--- src/rtl/trainer.sv ---
// rtl/trainer.sv - sample-table neuron trainer: drives training epochs, then one evaluation pass
//
// Optional feature macro: TRAINER_EARLY_STOP_EN
//   When defined, a training epoch with all-zero errors ends training early.
//
// Ports:
//   clk, rst                       clock, asynchronous active-low reset
//   smp_stb/smp_rdy/smp_dat        sample load {tgt[7:0], arg[N-1:0][7:0]}
//   clr, start                     one-cycle pulses: empty table / begin a run
//   en                             neuron training enable
//   arg_stb/arg_rdy/arg_dat        argument to the neuron
//   res_stb/res_rdy/res_dat        neuron result
//   err_stb/err_rdy/err_dat        signed error (tgt - res) back to the neuron
//   fbk_stb/fbk_rdy/fbk_dat        neuron feedback, accepted and discarded
//   busy, done, pass, epoch        run status

module trainer #(
    parameter int N      = 2,
    parameter int S      = 4,
    parameter int EPOCHS = 10
) (
    input  logic             clk,
    input  logic             rst,
    input  logic             smp_stb,
    output logic             smp_rdy,
    input  logic [8*N+7:0]   smp_dat,
    input  logic             clr,
    input  logic             start,
    output logic             en,
    output logic             arg_stb,
    input  logic             arg_rdy,
    output logic [8*N-1:0]   arg_dat,
    input  logic             res_stb,
    output logic             res_rdy,
    input  logic [7:0]       res_dat,
    output logic             err_stb,
    input  logic             err_rdy,
    output logic [15:0]      err_dat,
    input  logic             fbk_stb,
    output logic             fbk_rdy,
    input  logic [16*N-1:0]  fbk_dat,
    output logic             busy,
    output logic             done,
    output logic             pass,
    output logic [7:0]       epoch
);

    localparam int IW = (S > 1) ? $clog2(S) : 1;
    localparam int CW = $clog2(S + 1);

`ifdef TRAINER_EARLY_STOP_EN
    localparam bit EARLY_STOP = 1'b1;
`else
    localparam bit EARLY_STOP = 1'b0;
`endif

    typedef enum logic [2:0] {
        IDLE, ARG, RES, ERR, FBK, EVAL_ARG, EVAL_RES, DONE
    } state_t;

    state_t         state_q, state_d;
    logic [CW-1:0]  count_q, count_d;
    logic [IW-1:0]  index_q, index_d;
    logic [7:0]     epoch_q, epoch_d;
    logic [15:0]    err_q, err_d;
    logic           done_q, done_d;
    logic           pass_q, pass_d;
    logic           flag_q, flag_d;     // evaluation: no nonzero error seen yet
    logic           clean_q, clean_d;   // training: current epoch all-zero so far
    logic           launch;

    logic [8*N+7:0] table_q [S];
    logic [8*N+7:0] cur_smp;
    logic [8:0]     diff;
    logic           last_smp;
    logic           last_epoch;
    logic           fbk_unused;

    // Feedback content has no use here; it is only handshaken away.
    assign fbk_unused = ^fbk_dat;

    assign cur_smp    = table_q[index_q];
    assign arg_dat    = cur_smp[8*N-1:0];
    assign diff       = {1'b0, cur_smp[8*N +: 8]} - {1'b0, res_dat};
    assign last_smp   = (32'(index_q) + 32'd1 >= 32'(count_q));
    assign last_epoch = (32'(epoch_q) + 32'd1 >= 32'(EPOCHS));

    // Handshake outputs are pure state decodes; smp_rdy is also gated by rst
    // so nothing advertises readiness while reset is held.
    assign smp_rdy = rst && (state_q == IDLE) && (count_q < CW'(S));
    assign arg_stb = (state_q == ARG) || (state_q == EVAL_ARG);
    assign res_rdy = (state_q == RES) || (state_q == EVAL_RES);
    assign err_stb = (state_q == ERR);
    assign fbk_rdy = (state_q == FBK);
    assign en      = (state_q == ARG) || (state_q == RES) ||
                     (state_q == ERR) || (state_q == FBK);
    assign busy    = (state_q != IDLE) && (state_q != DONE);
    assign done    = done_q;
    assign pass    = done_q && pass_q;
    assign epoch   = epoch_q;
    assign err_dat = err_q;

    // Table contents are not reset.
    always_ff @(posedge clk) begin
        if (smp_stb && smp_rdy && !clr)
            table_q[count_q[IW-1:0]] <= smp_dat;
    end

    always_ff @(posedge clk or negedge rst) begin
        if (!rst) begin
            state_q <= IDLE;
            count_q <= '0;
            index_q <= '0;
            epoch_q <= '0;
            err_q   <= '0;
            done_q  <= 1'b0;
            pass_q  <= 1'b0;
            flag_q  <= 1'b0;
            clean_q <= 1'b0;
        end else begin
            state_q <= state_d;
            count_q <= count_d;
            index_q <= index_d;
            epoch_q <= epoch_d;
            err_q   <= err_d;
            done_q  <= done_d;
            pass_q  <= pass_d;
            flag_q  <= flag_d;
            clean_q <= clean_d;
        end
    end

    always_comb begin
        state_d = state_q;
        count_d = count_q;
        index_d = index_q;
        epoch_d = epoch_q;
        err_d   = err_q;
        done_d  = done_q;
        pass_d  = pass_q;
        flag_d  = flag_q;
        clean_d = clean_q;
        launch  = 1'b0;

        case (state_q)
            IDLE: begin
                if (clr) begin
                    count_d = '0;
                    done_d  = 1'b0;
                    pass_d  = 1'b0;
                end else begin
                    if (smp_stb && smp_rdy)
                        count_d = count_q + 1'b1;
                    launch = start;
                end
            end
            ARG: begin
                if (arg_rdy)
                    state_d = RES;
            end
            RES: begin
                if (res_stb) begin
                    err_d   = {{7{diff[8]}}, diff};
                    state_d = ERR;
                    if (diff != 9'd0)
                        clean_d = 1'b0;
                end
            end
            ERR: begin
                if (err_rdy)
                    state_d = FBK;
            end
            FBK: begin
                if (fbk_stb) begin
                    if (!last_smp) begin
                        index_d = index_q + 1'b1;
                        state_d = ARG;
                    end else begin
                        index_d = '0;
                        if (last_epoch || (EARLY_STOP && clean_q)) begin
                            flag_d  = 1'b1;
                            state_d = EVAL_ARG;
                        end else begin
                            epoch_d = epoch_q + 8'd1;
                            clean_d = 1'b1;
                            state_d = ARG;
                        end
                    end
                end
            end
            EVAL_ARG: begin
                if (arg_rdy)
                    state_d = EVAL_RES;
            end
            EVAL_RES: begin
                if (res_stb) begin
                    err_d = {{7{diff[8]}}, diff};
                    if (diff != 9'd0)
                        flag_d = 1'b0;
                    if (!last_smp) begin
                        index_d = index_q + 1'b1;
                        state_d = EVAL_ARG;
                    end else begin
                        index_d = '0;
                        done_d  = 1'b1;
                        pass_d  = flag_q && (diff == 9'd0);
                        state_d = DONE;
                    end
                end
            end
            DONE: begin
                // DONE lasts one cycle; done/pass stay latched in IDLE so
                // the table can be reloaded or cleared afterwards.
                state_d = IDLE;
                launch  = start;
            end
            default: state_d = IDLE;
        endcase

        if (launch) begin
            if (count_q == '0) begin
                done_d  = 1'b1;
                pass_d  = 1'b0;
                state_d = DONE;
            end else begin
                index_d = '0;
                epoch_d = '0;
                done_d  = 1'b0;
                pass_d  = 1'b0;
                clean_d = 1'b1;
                state_d = ARG;
            end
        end
    end

endmodule

--- config.mk ---
export PLATFORM = sky130hd
export DESIGN_NAME = trainer
export DESIGN_NICKNAME = d
export VERILOG_FILES = /design/src/rtl/trainer.sv
export SDC_FILE = /design/constraint.sdc
export NUM_CORES = 1
export LEC_CHECK = 0
export BUFFER_PORTS_ARGS = -buffer_cell sky130_fd_sc_hd__buf_2
export CORE_MARGIN = 5
export CORE_UTILIZATION = 45
export CTS_CLUSTER_DIAMETER = 100
export DETAILED_ROUTE_END_ITERATION = 8
export HOLD_SLACK_MARGIN = 0.15
export PLACE_DENSITY_LB_ADDON = 0.15
export REMOVE_ABC_BUFFERS = 1
export SYNTH_ARGS = -nofsm -noshare
export SYNTH_HDL_FRONTEND = slang
export SYNTH_SLANG_ARGS = --single-unit
--- constraint.sdc ---
create_clock -name clk -period 3.6 [get_ports clk]
set_input_delay 0.9 -clock clk [delete_from_list [all_inputs] [get_ports clk]]
set_output_delay 0.9 -clock clk [all_outputs]
set_load 0.02 [all_outputs]
==> results <==
- The count of cell types in the netlist is 51.
- The transition at the pin with the smallest max-transition slack is between 0.8 and 0.9 ns.
- Counting flops and latches in the post-synthesis netlist gives 124.
- The number of hold violations in the final report is 0.
- The average footprint of a synthesized cell is roughly 15 sq um.
- At the worst endpoint, the required time is 3.88 ns.
- The cell chosen for the clock root is sky130_fd_sc_hd__clkbuf_16.
- The later-pin clock latency in the skew report is roughly 0.40 ns.
- The multiplexer share of the synthesized area is about 11%.
- The clock period minus worst slack is 3.298 ns.
- The cell count after synthesis came out at 353.
- The type of element capturing the critical path is a flop.
- The critical path goes through mux4_2 -> inv_1 -> ha_1 -> fa_1 -> nor2b_1 -> o22ai_2 -> xnor2_1 -> or4_4 -> nor4_2 -> a31oi_1 -> mux2_1.
- After routing, the total negative slack on setup checks comes to 0 ns.
- The largest individual stage delay along the critical path comes from the cell sky130_fd_sc_hd__or4_4.
- TritonCTS built the clock tree.
- In this run the post-CTS setup repair buffer count came out at 0.
- The repair_antennas step left the layout with diodes totalling 0.
- Setup violations remaining at the end of the flow were counted as 0.
- The horizontal extent of the die is between 100 and 150 um.
- The depth of the most critical reg-to-reg path is 11.
- The kind of launch point of the worst setup path is a flop.
- The proportion of synthesized flip-flops having asynchronous set or reset is ~23%.
- The final estimated routing congestion in global placement is between 0.8 and 0.9.
- The share of the synthesized area in compound gates (AO/OA/AOI/OAI) is around 6.1%.
- For the final database, setup skew stands at roughly 0.0051 ns.
- The detailed-route wire length is around 11000 um.
- The clock passes through at most 2 buffers.
- The initial detailed-routing violation count is 190.
- The number of primary I/O pins is 122.
- On the worst path, the slowest cell contributes a delay of between 0.5 and 0.6 ns.
- The number of I/O port buffers is between 80 and 90.
- Leaving out fill and tap cells, the most frequent cells in the layout are sky130_fd_sc_hd__edfxtp_1, sky130_fd_sc_hd__buf_2, sky130_fd_sc_hd__dfrtp_1.
- The tool flagged a number of max-cap violations equal to 0.
- The final HPWL from detailed placement is 7430 um.
- Setup repair after global routing left no endpoint under its margin.
- In this run the vertical extent of the chip is approximately 120 um.
- The static leakage is 2.644 nW.
- The number of buffers inserted during clock tree synthesis is 17.
- The total area inside the core boundary comes to about 0.012 sq mm.
- The all-layer global routing usage is 16.04%.
- After the last flow step, the layout net total stands at around 550.
- The post-synthesis adder-cell area fraction is under 10%.
- The run finished with clean final reports.
- Timing analysis after detailed placement gives a worst setup slack of about 0.18 ns.
- The final max-slew violation count is 0.
- The number of routed nets with antenna violations is 0.
- The pre-antenna-repair detailed-routing pass consisted of 4 iterations.
- The ratio of cells with drive above 1 in the final layout is between 30 and 40%.
- The area growth from synthesis to layout is 22.44%.
- The routed wirelength normalized by instance count is ~17 um.
- The final worst-path cycle share is 91.62%.
- The critical path is of the reg -> reg type.
- Entering global routing, the biggest net connects 25 pins.
- Using the TritonRoute via totals, the vias-per-cell ratio works out to about 5.3.
- The count of warnings emitted by yosys is 0.
- The worst endpoint data arrival time is 3.58 ns.
- Summing the areas of all and, or, nand and nor instances in the mapped netlist gives a little over 8% of the synthesized area.
- Measured against its own limit, the worst slew margin works out to about 41%.
- In this run, synthesis inferred 96 flip-flops with an integrated enable.
- The largest vdd supply drop is about 360 uV.
- Power spread over the standard cell area amounts to about 730 mW/mm^2.
- The clock drives 124 sinks.
- The cell area after synthesis is approximately 0.0055 sq mm.
- The total overflow reported by the global router is 0.
- Summing the sequential cell areas from Yosys gives between 60 and 70% of the chip area.
- The number of buffers inserted for hold repair after clock tree synthesis is 0.
- The floorplan step defined a die boundary enclosing ~0.014 sq mm.
- The total number of vias is approximately 3200.
- The most common cell after layout, fill and taps aside is sky130_fd_sc_hd__edfxtp_1.
- The initial utilization of the core area, before any placement, comes to between 40% and 50%.
- The H-tree was split into 4 levels.
- The achievable clock frequency is ~0.3 GHz.
- The via count of the first global-routing pass is 3395.
- The initial antenna violation count was 0.
- The most common flop cell mapped by yosys is sky130_fd_sc_hd__edfxtp_1.
- The number of cells upsized or downsized after cts is 0.
- Across all setup checks in the final design, the least slack found is slightly above 0.3 ns.
- In the routed design, unresolved DRC markers number 0.
- The post-synthesis xor/xnor area fraction is 1.444%.
- The global-route wire length before repair is approximately 18000 um.
- The classification of the worst-slack hold path is in -> async.
- The clock input transition at the sequential cells of the worst setup and hold paths is about 0.05 ns.
- The biggest fanout along the worst timing path is 9.
- After synthesis, the largest family of logic cells by area is multiplexers.
- The row count is 40.
-- final timing paths --
check,end,from,slack [ns]
worst max register to register,flag_q,index_q[0],0.30
worst max-delay path,flag_q,index_q[0],0.30
worst min register to register,err_dat[0],err_dat[0],0.47
worst min-delay path,index_q[1],rst,0.34
max in group asynchronous,flag_q,rst,2.70
min in group clk,err_dat[0],err_dat[0],0.47
-- cell type report --
cell class / instances / area, sq um
fillers: 985 / 5278
multi-input cells: 195 / 1719
repair buffers: 103 / 550.5
inverters: 15 / 56.30
clock buffers: 21 / 440.4
clock inverters: 11 / 148.9
well taps: 147 / 183.9
flip-flops and latches: 124 / 3585
-- worst max-delay path: cells and delay by family (launching register included) --
family	cells	cell delay, ns
simple gates	3	0.91
buf+inv	1	0.04
fa+ha+maj	2	0.59
mux	2	0.70
xor+xnor	1	0.15
flops	1	0.51
compound gates	2	0.26
-- layer usage --
metal | vias up | GRT usage (%) | share of wire (%)
li1 | 1554 | - | -
met1 | 1588 | 20.49 | 44
met2 | 89 | 25.47 | 48
met3 | 13 | 5.278 | 6.5
met4 | 0 | 6.228 | 1.6
met5 | - | 0 | 0
-- synth_stat cells, types with 2 or more instances --
cell / instances / area share (%)
sky130_fd_sc_hd__a31oi_1: 2 / 0.23
sky130_fd_sc_hd__nor2_1: 21 / 1.4
sky130_fd_sc_hd__nand2b_1: 8 / 0.92
sky130_fd_sc_hd__buf_2: 2 / 0.18
sky130_fd_sc_hd__clkbuf_1: 9 / 0.62
sky130_fd_sc_hd__a22oi_1: 2 / 0.27
sky130_fd_sc_hd__nand4_1: 2 / 0.23
sky130_fd_sc_hd__nor3_1: 5 / 0.46
sky130_fd_sc_hd__nand3_1: 5 / 0.46
sky130_fd_sc_hd__and2_1: 7 / 0.80
sky130_fd_sc_hd__o21ai_0: 3 / 0.27
sky130_fd_sc_hd__and3b_1: 2 / 0.32
sky130_fd_sc_hd__a41oi_1: 2 / 0.32
sky130_fd_sc_hd__a21o_1: 4 / 0.55
sky130_fd_sc_hd__xnor2_1: 7 / 1.1
sky130_fd_sc_hd__edfxtp_1: 96 / 53
sky130_fd_sc_hd__nor2b_1: 7 / 0.80
sky130_fd_sc_hd__mux4_2: 24 / 9.9
sky130_fd_sc_hd__a21oi_1: 13 / 1.2
sky130_fd_sc_hd__o22ai_1: 2 / 0.23
sky130_fd_sc_hd__a211oi_1: 2 / 0.27
sky130_fd_sc_hd__and3_1: 3 / 0.34
sky130_fd_sc_hd__dfrtp_1: 28 / 13
sky130_fd_sc_hd__ha_1: 18 / 4.1
sky130_fd_sc_hd__o21ai_1: 9 / 0.83
sky130_fd_sc_hd__a21boi_1: 2 / 0.27
sky130_fd_sc_hd__inv_1: 15 / 1.0
sky130_fd_sc_hd__mux2_1: 6 / 1.2
sky130_fd_sc_hd__o211ai_1: 2 / 0.27
sky130_fd_sc_hd__nand2_1: 17 / 1.2
sky130_fd_sc_hd__xor2_1: 2 / 0.32
sky130_fd_sc_hd__buf_4: 7 / 0.96
-- report_power, final --
| part | internal, mW | leakage, nW | switching, mW |
|---|---|---|---|
| combinational | 0.570 | 1.14 | 0.794 |
| clock | 1.14 | 0.286 | 0.556 |
| sequential | 1.68 | 1.22 | 0.147 |
| total | 3.39 | 2.64 | 1.50 |
-- flip-flops by register name (all words and copies together) (netlist names) --
signal,cells
table_q,96
err_dat,9
epoch,8
count_q,3
state_q,3
index_q,2
done,1
flag_q,1
pass_q,1
-- cell families (layout without fill, tap and decap cells) --
family | count (synthesis) | after routing
flops | 124 | 124
xor+xnor | 9 | 9
buf+inv | 34 | 150
simple gates | 85 | 85
mux | 31 | 31
compound gates | 51 | 51
fa+ha+maj | 19 | 19
-- metrics by stage --
| stage | hold slack [ns] | instances | utilization (%) | total power [mW] | instance area, sq um |
|---|---|---|---|---|---|
| 2_1_floorplan | 0.4580 | 334 | - | 2.773 | 5359 |
| 3_3_place_gp | 0.4694 | 584 | 50.95 | 3.218 | 6095 |
| 6_report | 0.3449 | 616 | 55.88 | 4.888 | 6684 |
| 4_1_cts | 0.3294 | 616 | 55.88 | 4.953 | 6684 |
| 3_5_place_dp | 0.4722 | 584 | 50.95 | 3.236 | 6095 |
| 5_1_grt | 0.3404 | 616 | 55.88 | 5.174 | 6684 |
(Power assumes the default switching activity.)
